File: config.mk
export PLATFORM = sky130hd
export DESIGN_NAME = game_scoreboard_display
export DESIGN_NICKNAME = d
export VERILOG_FILES = /design/src/rtl/game_scoreboard_display.sv
export SDC_FILE = /design/constraint.sdc
export NUM_CORES = 1
export LEC_CHECK = 0
export BUFFER_PORTS_ARGS = -buffer_cell sky130_fd_sc_hd__buf_2
export CAP_MARGIN = 20
export CORE_MARGIN = 5
export CORE_UTILIZATION = 61
export CTS_CLUSTER_SIZE = 25
export DETAILED_ROUTE_END_ITERATION = 8
export PLACE_DENSITY = 0.79
export RECOVER_POWER = 100
export SETUP_SLACK_MARGIN = 0.15
export SYNTH_ARGS = -nofsm -noshare
export SYNTH_HDL_FRONTEND = slang
export SYNTH_SLANG_ARGS = --single-unit
File: constraint.sdc
create_clock -name clk -period 3.3 [get_ports clk]
set_clock_uncertainty 0.05 [all_clocks]
set_input_delay 0.495 -clock clk [delete_from_list [all_inputs] [get_ports clk]]
set_output_delay 0.495 -clock clk [all_outputs]
set_load 0.02 [all_outputs]
File: src/rtl/game_scoreboard_display.sv
// Multiplexed 7-segment scoreboard: "L", lives, "S", then the score in decimal.
// The score is converted by a sequential double-dabble FSM and latched atomically into the display.
module game_scoreboard_display #(
  parameter int clk_mhz     = 50,
  parameter int w_digit     = 8,
  parameter int w_score     = 10,
  parameter int w_lives     = 3,
  parameter int scan_period = clk_mhz * 1000,
  parameter int blink_scans = 64
) (
  input  logic               clk,
  input  logic               rst_n,
  input  logic [w_score-1:0] score,
  input  logic [w_lives-1:0] n_lifes,
  input  logic               blank,
  output logic [7:0]         abcdefgh,
  output logic [w_digit-1:0] digit
);

  localparam int n_sd  = w_digit - 3;
  localparam int n_bcd = (w_score * 3) / 10 + 1;
  localparam int w_pre = (scan_period > 1) ? $clog2(scan_period) : 1;
  localparam int w_idx = $clog2(w_digit);
  localparam int w_blk = (blink_scans > 1) ? $clog2(blink_scans) : 1;
  localparam int w_cnt = $clog2(w_score + 1);

  typedef enum logic [1:0] {IDLE, SHIFT, DONE} state_t;

  function automatic logic [7:0] segOf(input logic [3:0] d);
    case (d)
      4'd0:    segOf = 8'hFC;
      4'd1:    segOf = 8'h60;
      4'd2:    segOf = 8'hDA;
      4'd3:    segOf = 8'hF2;
      4'd4:    segOf = 8'h66;
      4'd5:    segOf = 8'hB6;
      4'd6:    segOf = 8'hBE;
      4'd7:    segOf = 8'hE0;
      4'd8:    segOf = 8'hFE;
      4'd9:    segOf = 8'hF6;
      default: segOf = 8'h00;
    endcase
  endfunction

  logic [w_pre-1:0]     r_prescCnt;
  logic [w_idx-1:0]     r_scanIdx;
  logic                 w_tick;
  logic                 w_roundDone;
  logic [w_blk-1:0]     r_blinkCnt;
  logic                 r_phaseOn;
  logic                 w_gameOver;
  state_t               r_state;
  state_t               w_nextState;
  logic [w_score-1:0]   r_latched;
  logic [w_score-1:0]   r_bin;
  logic [4*n_bcd-1:0]   r_bcd;
  logic [4*n_bcd-1:0]   w_bcdAdj;
  logic [4*n_bcd-1:0]   r_disp;
  logic [w_cnt-1:0]     r_shiftCnt;
  logic                 w_changed;
  logic [w_idx+1:0]     w_nibBase;
  logic [3:0]           w_nib;
  logic                 w_leadZero;
  logic                 w_overflow;
  logic                 w_livesDash;
  logic [3:0]           w_livesNib;
  logic [7:0]           w_glyph;

  assign w_tick      = (r_prescCnt == w_pre'(scan_period - 1));
  assign w_roundDone = w_tick && (r_scanIdx == w_idx'(w_digit - 1));
  assign w_gameOver  = (n_lifes == '0);
  assign w_changed   = (score != r_latched);

  always_ff @(posedge clk or negedge rst_n) begin
    if (!rst_n) begin
      r_prescCnt <= '0;
      r_scanIdx  <= '0;
    end else if (w_tick) begin
      r_prescCnt <= '0;
      r_scanIdx  <= w_roundDone ? '0 : r_scanIdx + w_idx'(1);
    end else begin
      r_prescCnt <= r_prescCnt + w_pre'(1);
    end
  end

  // Blink counts whole scan rounds, and only while the game is over.
  always_ff @(posedge clk or negedge rst_n) begin
    if (!rst_n) begin
      r_blinkCnt <= '0;
      r_phaseOn  <= 1'b1;
    end else if (!w_gameOver) begin
      r_blinkCnt <= '0;
      r_phaseOn  <= 1'b1;
    end else if (w_roundDone) begin
      if (r_blinkCnt == w_blk'(blink_scans - 1)) begin
        r_blinkCnt <= '0;
        r_phaseOn  <= ~r_phaseOn;
      end else begin
        r_blinkCnt <= r_blinkCnt + w_blk'(1);
      end
    end
  end

  always_ff @(posedge clk or negedge rst_n) begin
    if (!rst_n) r_state <= IDLE;
    else        r_state <= w_nextState;
  end

  always_comb begin
    w_nextState = r_state;
    case (r_state)
      IDLE:    if (w_changed) w_nextState = SHIFT;
      SHIFT:   if (w_changed) w_nextState = SHIFT;
               else if (r_shiftCnt == w_cnt'(w_score - 1)) w_nextState = DONE;
      DONE:    w_nextState = IDLE;
      default: w_nextState = IDLE;
    endcase
  end

  always_comb begin
    w_bcdAdj = r_bcd;
    for (int i = 0; i < n_bcd; i++) begin
      if (r_bcd[4*i +: 4] >= 4'd5) w_bcdAdj[4*i +: 4] = r_bcd[4*i +: 4] + 4'd3;
    end
  end

  // A score change while idle or shifting (re)starts the conversion from the new value.
  always_ff @(posedge clk or negedge rst_n) begin
    if (!rst_n) begin
      r_latched  <= '0;
      r_bin      <= '0;
      r_bcd      <= '0;
      r_shiftCnt <= '0;
      r_disp     <= '0;
    end else if ((r_state != DONE) && w_changed) begin
      r_latched  <= score;
      r_bin      <= score;
      r_bcd      <= '0;
      r_shiftCnt <= '0;
    end else if (r_state == SHIFT) begin
      {r_bcd, r_bin} <= {w_bcdAdj, r_bin} << 1;
      r_shiftCnt     <= r_shiftCnt + w_cnt'(1);
    end else if (r_state == DONE) begin
      r_disp <= r_bcd;
    end
  end

  assign w_nibBase   = {r_scanIdx, 2'b00};
  assign w_overflow  = ((r_disp >> (4 * n_sd)) != '0);
  assign w_livesDash = (32'(n_lifes) > 32'd9);
  assign w_livesNib  = 4'(n_lifes);

  always_comb begin
    w_nib      = 4'(r_disp >> w_nibBase);
    w_leadZero = (r_scanIdx != '0) && ((r_disp >> w_nibBase) == '0);
    w_glyph    = 8'h00;
    if (r_scanIdx == w_idx'(w_digit - 1))      w_glyph = 8'h1C;
    else if (r_scanIdx == w_idx'(w_digit - 2)) w_glyph = w_livesDash ? 8'h02 : segOf(w_livesNib);
    else if (r_scanIdx == w_idx'(w_digit - 3)) w_glyph = 8'hB6;
    else if (w_overflow)                       w_glyph = 8'h02;
    else if (w_leadZero)                       w_glyph = 8'h00;
    else                                       w_glyph = segOf(w_nib);
  end

  always_ff @(posedge clk or negedge rst_n) begin
    if (!rst_n) begin
      digit    <= '0;
      abcdefgh <= 8'h00;
    end else begin
      digit    <= w_digit'(1) << r_scanIdx;
      abcdefgh <= (blank || !r_phaseOn) ? 8'h00 : w_glyph;
    end
  end

endmodule
# == After elaboration in Yosys (flattened, before gate mapping) ==
# Memory sizes are Yosys's and may differ from the RTL's.
# Cells that the tools add are included.
# totals
memories,2
out_inout_bits,16
rom_bits,224
input_bits,16
regBits,100
# classes
magnitude_cmp,4
n_eq_ne,14
n_addsub,8
bitwise_logic,3
reduce_logical,13
shifts,2
n_mux,27
# mem_list
name,depth,word_bits,read_ports,rd_ports_with_merged_regs,wr,line,source
(name not given),16,7,1,0,0,30,case (d)
(name not given),16,7,1,0,0,30,
# op_table
op,count
$mux W16,3
$mux W8,5
$mux W10,2
$mux W4,5
$mux W6,3
$add A16 B1 Y16 const B,1
$eq A16 B16 Y1 const B,1
$ge A4 B3 Y1 const B,4
$logic_not A16 Y1,1
$shr A16 B5 Y16,1
$add A4 B2 Y4 const B,3
$ne A10 B10 Y1,1
$eq A3 B3 Y1 const B,3
$shl A1 B3 Y8 const A,1
$add A6 B1 Y6 const B,1
$eq A6 B6 Y1 const B,1
$mux W2,3
$mux W3,2
$ne A2 B2 Y1 const B,3
$add A4 B1 Y4 const B,1
$eq A4 B4 Y1 const B,1
$pmux W2 S2,1
$reduce_and A2 Y1,2
$add A3 B1 Y3 const B,1
15 further kinds,21

# == Longest topological paths before layout ==
# logic_depth
word_depth,8
depth_mapped,9
depth_no_buf,8

# == Least setup slack after synthesis ==
# OpenSTA, ideal clock, no wires.
# synth_timing
path_type,flip-flop to flip-flop
start,register r_scanIdx[0]
end,register abcdefgh[4]
arrival_ns,2.333
stages_incl_launch_ff,9
path_buffers,1
setup_ns,0.136
required_time_ns,3.114
slack_ns,0.781
synth_period_minus_slack_ns,2.519
cell_sequence,dfrtp_1 buf_6 mux4_2 nand2_1 ha_1 inv_1 or4_4 o31ai_2 o21ai_0
# synth_between
elab_chain_len,8
# synth_rtl
item,line,source
"start, declared",46,logic [w_idx-1:0] r_scanIdx;
"start signal, assigned",80,r_scanIdx <= w_roundDone ? '0 : r_scanIdx + w_idx'(1);
"parallel branches: the longest is 6 deep, another holds $mem_v2 Z16 W7",-,
$mux W8 (*),157,if (r_scanIdx == w_idx'(w_digit - 1)) w_glyph = 8'h1C;
$mux W8 (*),171,abcdefgh <= (blank || !r_phaseOn) ? 8'h00 : w_glyph;
"end signal, assigned",171,
"end, declared",16,"output logic [7:0] abcdefgh,"
# Mark *: on every way between the ends.
# A chain may end at the register's enable or synchronous reset.

# == Worst setup path in the final report ==
# layout_timing
start,register r_latched[2]
end,register r_bin[3]
# layout_between
elab_chain_len,3
# layout_rtl
item,line,source
"start, declared",54,logic [w_score-1:0] r_latched;
"start signal, assigned",136,r_latched <= score;
$ne A10 B10 Y1 (*),72,assign w_changed = (score != r_latched);
$logic_and A1 B1 Y1 (*),135,end else if ((r_state != DONE) && w_changed) begin
$mux W10 / $reduce_bool A2 Y1 (equally long branches),-,
"end signal, assigned",137,r_bin <= score;
"end signal, assigned",141,"{r_bcd, r_bin} <= {w_bcdAdj, r_bin} << 1;"
"end, declared",55,logic [w_score-1:0] r_bin;
# Mark *: on every way between the ends. The rest lies on a longest branch, timed or not.

==> results.toml <==
[outcome]
status = "complete, but fails checks"
violations = "capacitance limit"

[final_layout]
fin_nets = 555
finalNonFillerCells = 621
areaGrowthSynthToFinish_pct = 7.78
layout-drive-gt1-share_pct = 11.8
antenna-diode-count = 0
fillers = 611

[setup_path]
worstPathMaxFanout = 24
crit_type = "flip-flop to flip-flop"
cp.arrival_ns = 3.05
endpoint_kind = "flip-flop"
reg2reg_from = "r_latched[2]$_DFFE_PN0P_"
crit_path_start_kind = "flip-flop"
required_ns = 3.45
cp-startpoint = "r_latched[2]$_DFFE_PN0P_"

[placed_design]
gp_congestion = 0.898
portBuffers = 30
dp_hpwl_um = 7000
dp_cells = 604

[clock_network]
cts_tree = "built"
cts.hold.buffers_added = 0
insertion_delay_ns = 0.36
clkTransAtPathRegs_ns = 0.10
root_buffer = "clkbuf_8"
cts_made_buffers = 9
cts.sinks = 99
post_cts_resized = 0
htree_levels = 3
cts_buffer_depth = 2
cts_setup_buffers = 0

[die]
top_level_ports = 32
start_util_pct = 62.5
num_rows = 33
die_area_um2 = 10300
dieHeight_um = 102
dieWidth_um = 102
core_area_um2 = 8180

[synthesis]
synth_edf_count = 0
avgSynthCellArea_um2 = 10.6
syn_area_um2 = 5110
synth_top_area_share_pct = 48.0
async_flop_share_pct = 100
synth_common_cells = "dfrtp_1, nand2_1, nor2_1, o21ai_0, inv_1"
yosysTopAreaCell = "dfrtp_1"
synthFlopType = "dfrtp_1"
syn_inst = 482
synth_nets = 526
synth.most_common_cell = "dfrtp_1"
ys_warn_count = 0
yosysSeqAreaShare_pct = 48.5
synth_seq_cells = 99
synth_cell_type_count = 55
synth_area_leaders = "dfrtp_1, ha_1, mux2_2"

[detailed_routing]
routed_wirelength_um = 9800
drtPass1Iterations = 4
drtIter0Drc = 151
drtAntennaViolNets = 0
wl_per_cell_um = 15.8
drc = 0
via_per_inst = 5.89
via_count = 3660

[sta]
slew_viol_final = 0
post-route-min-period_ns = 2.91
final.period_utilization_pct = 88.0
finalSetupViolCount = 0
finalSetupTns_ns = 0
maxSlewHeadroom_pct = 0.313
grt_setup_unrepaired = "false"
fmax_mhz = 344
finalHoldViolCount = 0
worst_slew_pin_slew_ns = 1.50

[pwr]
p_leak_uw = 0.00247
powerDensity_nw_per_um2 = 390
vdd_drop_max_mv = 0.320
clkPwrFrac_pct = 37.9
swShare_pct = 23.6
finalPower_uw = 2150
p_int_uw = 1640
p_comb_share_pct = 4.5
p_switching_uw = 507
seqPwrFrac_pct = 57.6

[global_route]
overflow = 0
grt_max_degree = 64
grtUsageTotal_pct = 21.0
antenna_found_initial = 0
grt_pass1_wl_um = 17300
grt_pass1_vias = 3743

[flow_run]
drv_cap = 1

[worst_hold_path]
min_from = "score[4]"
hold_path.class = "primary input to flip-flop"
## layout make-up
class                           instances  area [µm²]  share of cell area (%)
Tap cell                              105         131                    2.38
Sequential cell                        99        2480                    45.0
Clock inverter                          6        72.6                    1.32
Clock buffer                           10         138                    2.50
Inverter                               30         113                    2.04
Timing Repair Buffer                   36         159                    2.88
Multi-Input combinational cell        335        2420                    43.9
## critical path: stages (launching register included)
cell and delay (ns):
dfrtp_1 0.40, xor2_1 0.15, nor4_1 0.56, and3_1 0.49, maj3_1 0.88, a221oi_1 0.22
## cell usage in the layout (no fill, tap or decap), types with 6 or more instances in the layout
cell type	netlist	layout
xor2_1	22	22
mux2i_1	12	12
nand2_1	36	37
a21o_1	6	6
nor3_1	9	9
nor4_1	8	8
a21oi_1	21	21
nor2_1	33	33
ha_1	28	28
clkbuf_8	0	10
mux2_2	21	21
nor3b_1	8	8
buf_2	7	14
a22o_1	11	11
inv_1	30	30
nand2b_1	9	9
o21ai_0	31	31
o2bb2ai_1	6	6
nand3_1	8	8
clkbuf_1	7	19
xnor2_1	9	9
dfrtp_1	98	98
## power groups by stage
stage	registers [µW]	clock network, µW	logic (µW)
3_3_place_gp	1260	0	98.6
2_1_floorplan	1260	0	44.2
4_1_cts	1240	832	102
6_report	1240	815	96.3
5_1_grt	1240	885	111
3_5_place_dp	1260	0	102
## path summary, 6_finish.rpt
kind,depth (start not counted),slack (ns),endpoint
hold / removal,2,0.36,r_latched[4]$_DFFE_PN0P_
min in group asynchronous,1,0.44,r_disp[2]$_DFFE_PN0P_
setup reg to reg,5,0.39,r_bin[3]$_DFFE_PN0P_
hold reg to reg,1,0.41,r_prescCnt[0]$_DFF_PN0_
setup / recovery,5,0.39,r_bin[3]$_DFFE_PN0P_
max in group asynchronous,2,1.14,r_prescCnt[3]$_DFF_PN0_
## logic make-up (layout without fill, tap and decap cells)
group                    Yosys count  count (layout)  share of synthesized area, %
buffers and inverters             48              82                          3.99
other                              1               1                        0.0734
flip-flops                        99              99                          48.5
AO/OA/AOI/OAI                     95              95                          12.2
adder cells (fa/ha/maj)           29              29                          7.07
AND/OR/NAND/NOR                  144             144                          15.0
multiplexers                      35              35                          7.86
XOR/XNOR                          31              31                          5.31
## registers in the layout (all words and copies together), names as in the netlist
signal,flops
digit,8
r_blinkCnt,6
r_bcd,16
r_state,2
r_scanIdx,3
r_phaseOn,1
r_latched,10
r_prescCnt,16
r_disp,16
r_bin,10
r_shiftCnt,4
abcdefgh,7
## through the flow
stage	hold WS, ns	instance area, µm²	utilization (%)	setup slack [ns]
after floorplan	0.149	5110	-	0.781
after global placement	0.394	5360	65.5	0.551
after detailed placement	0.403	5360	65.5	0.460
after CTS	0.185	5570	68.1	0.432
after global routing	0.365	5510	67.4	0.194
final	0.365	5510	67.4	0.395
## metal layers
metal | track usage [%] | vias to the layer above | wire length [µm]
met1 | 28.2 | 1800 | 4360
met4 | 7.67 | 0 | 250
met2 | 34.4 | 86 | 4750
met3 | 3.86 | 23 | 434
li1 | - | 1751 | -
met5 | 0 | - | 0
(Power assumes the default switching activity.)
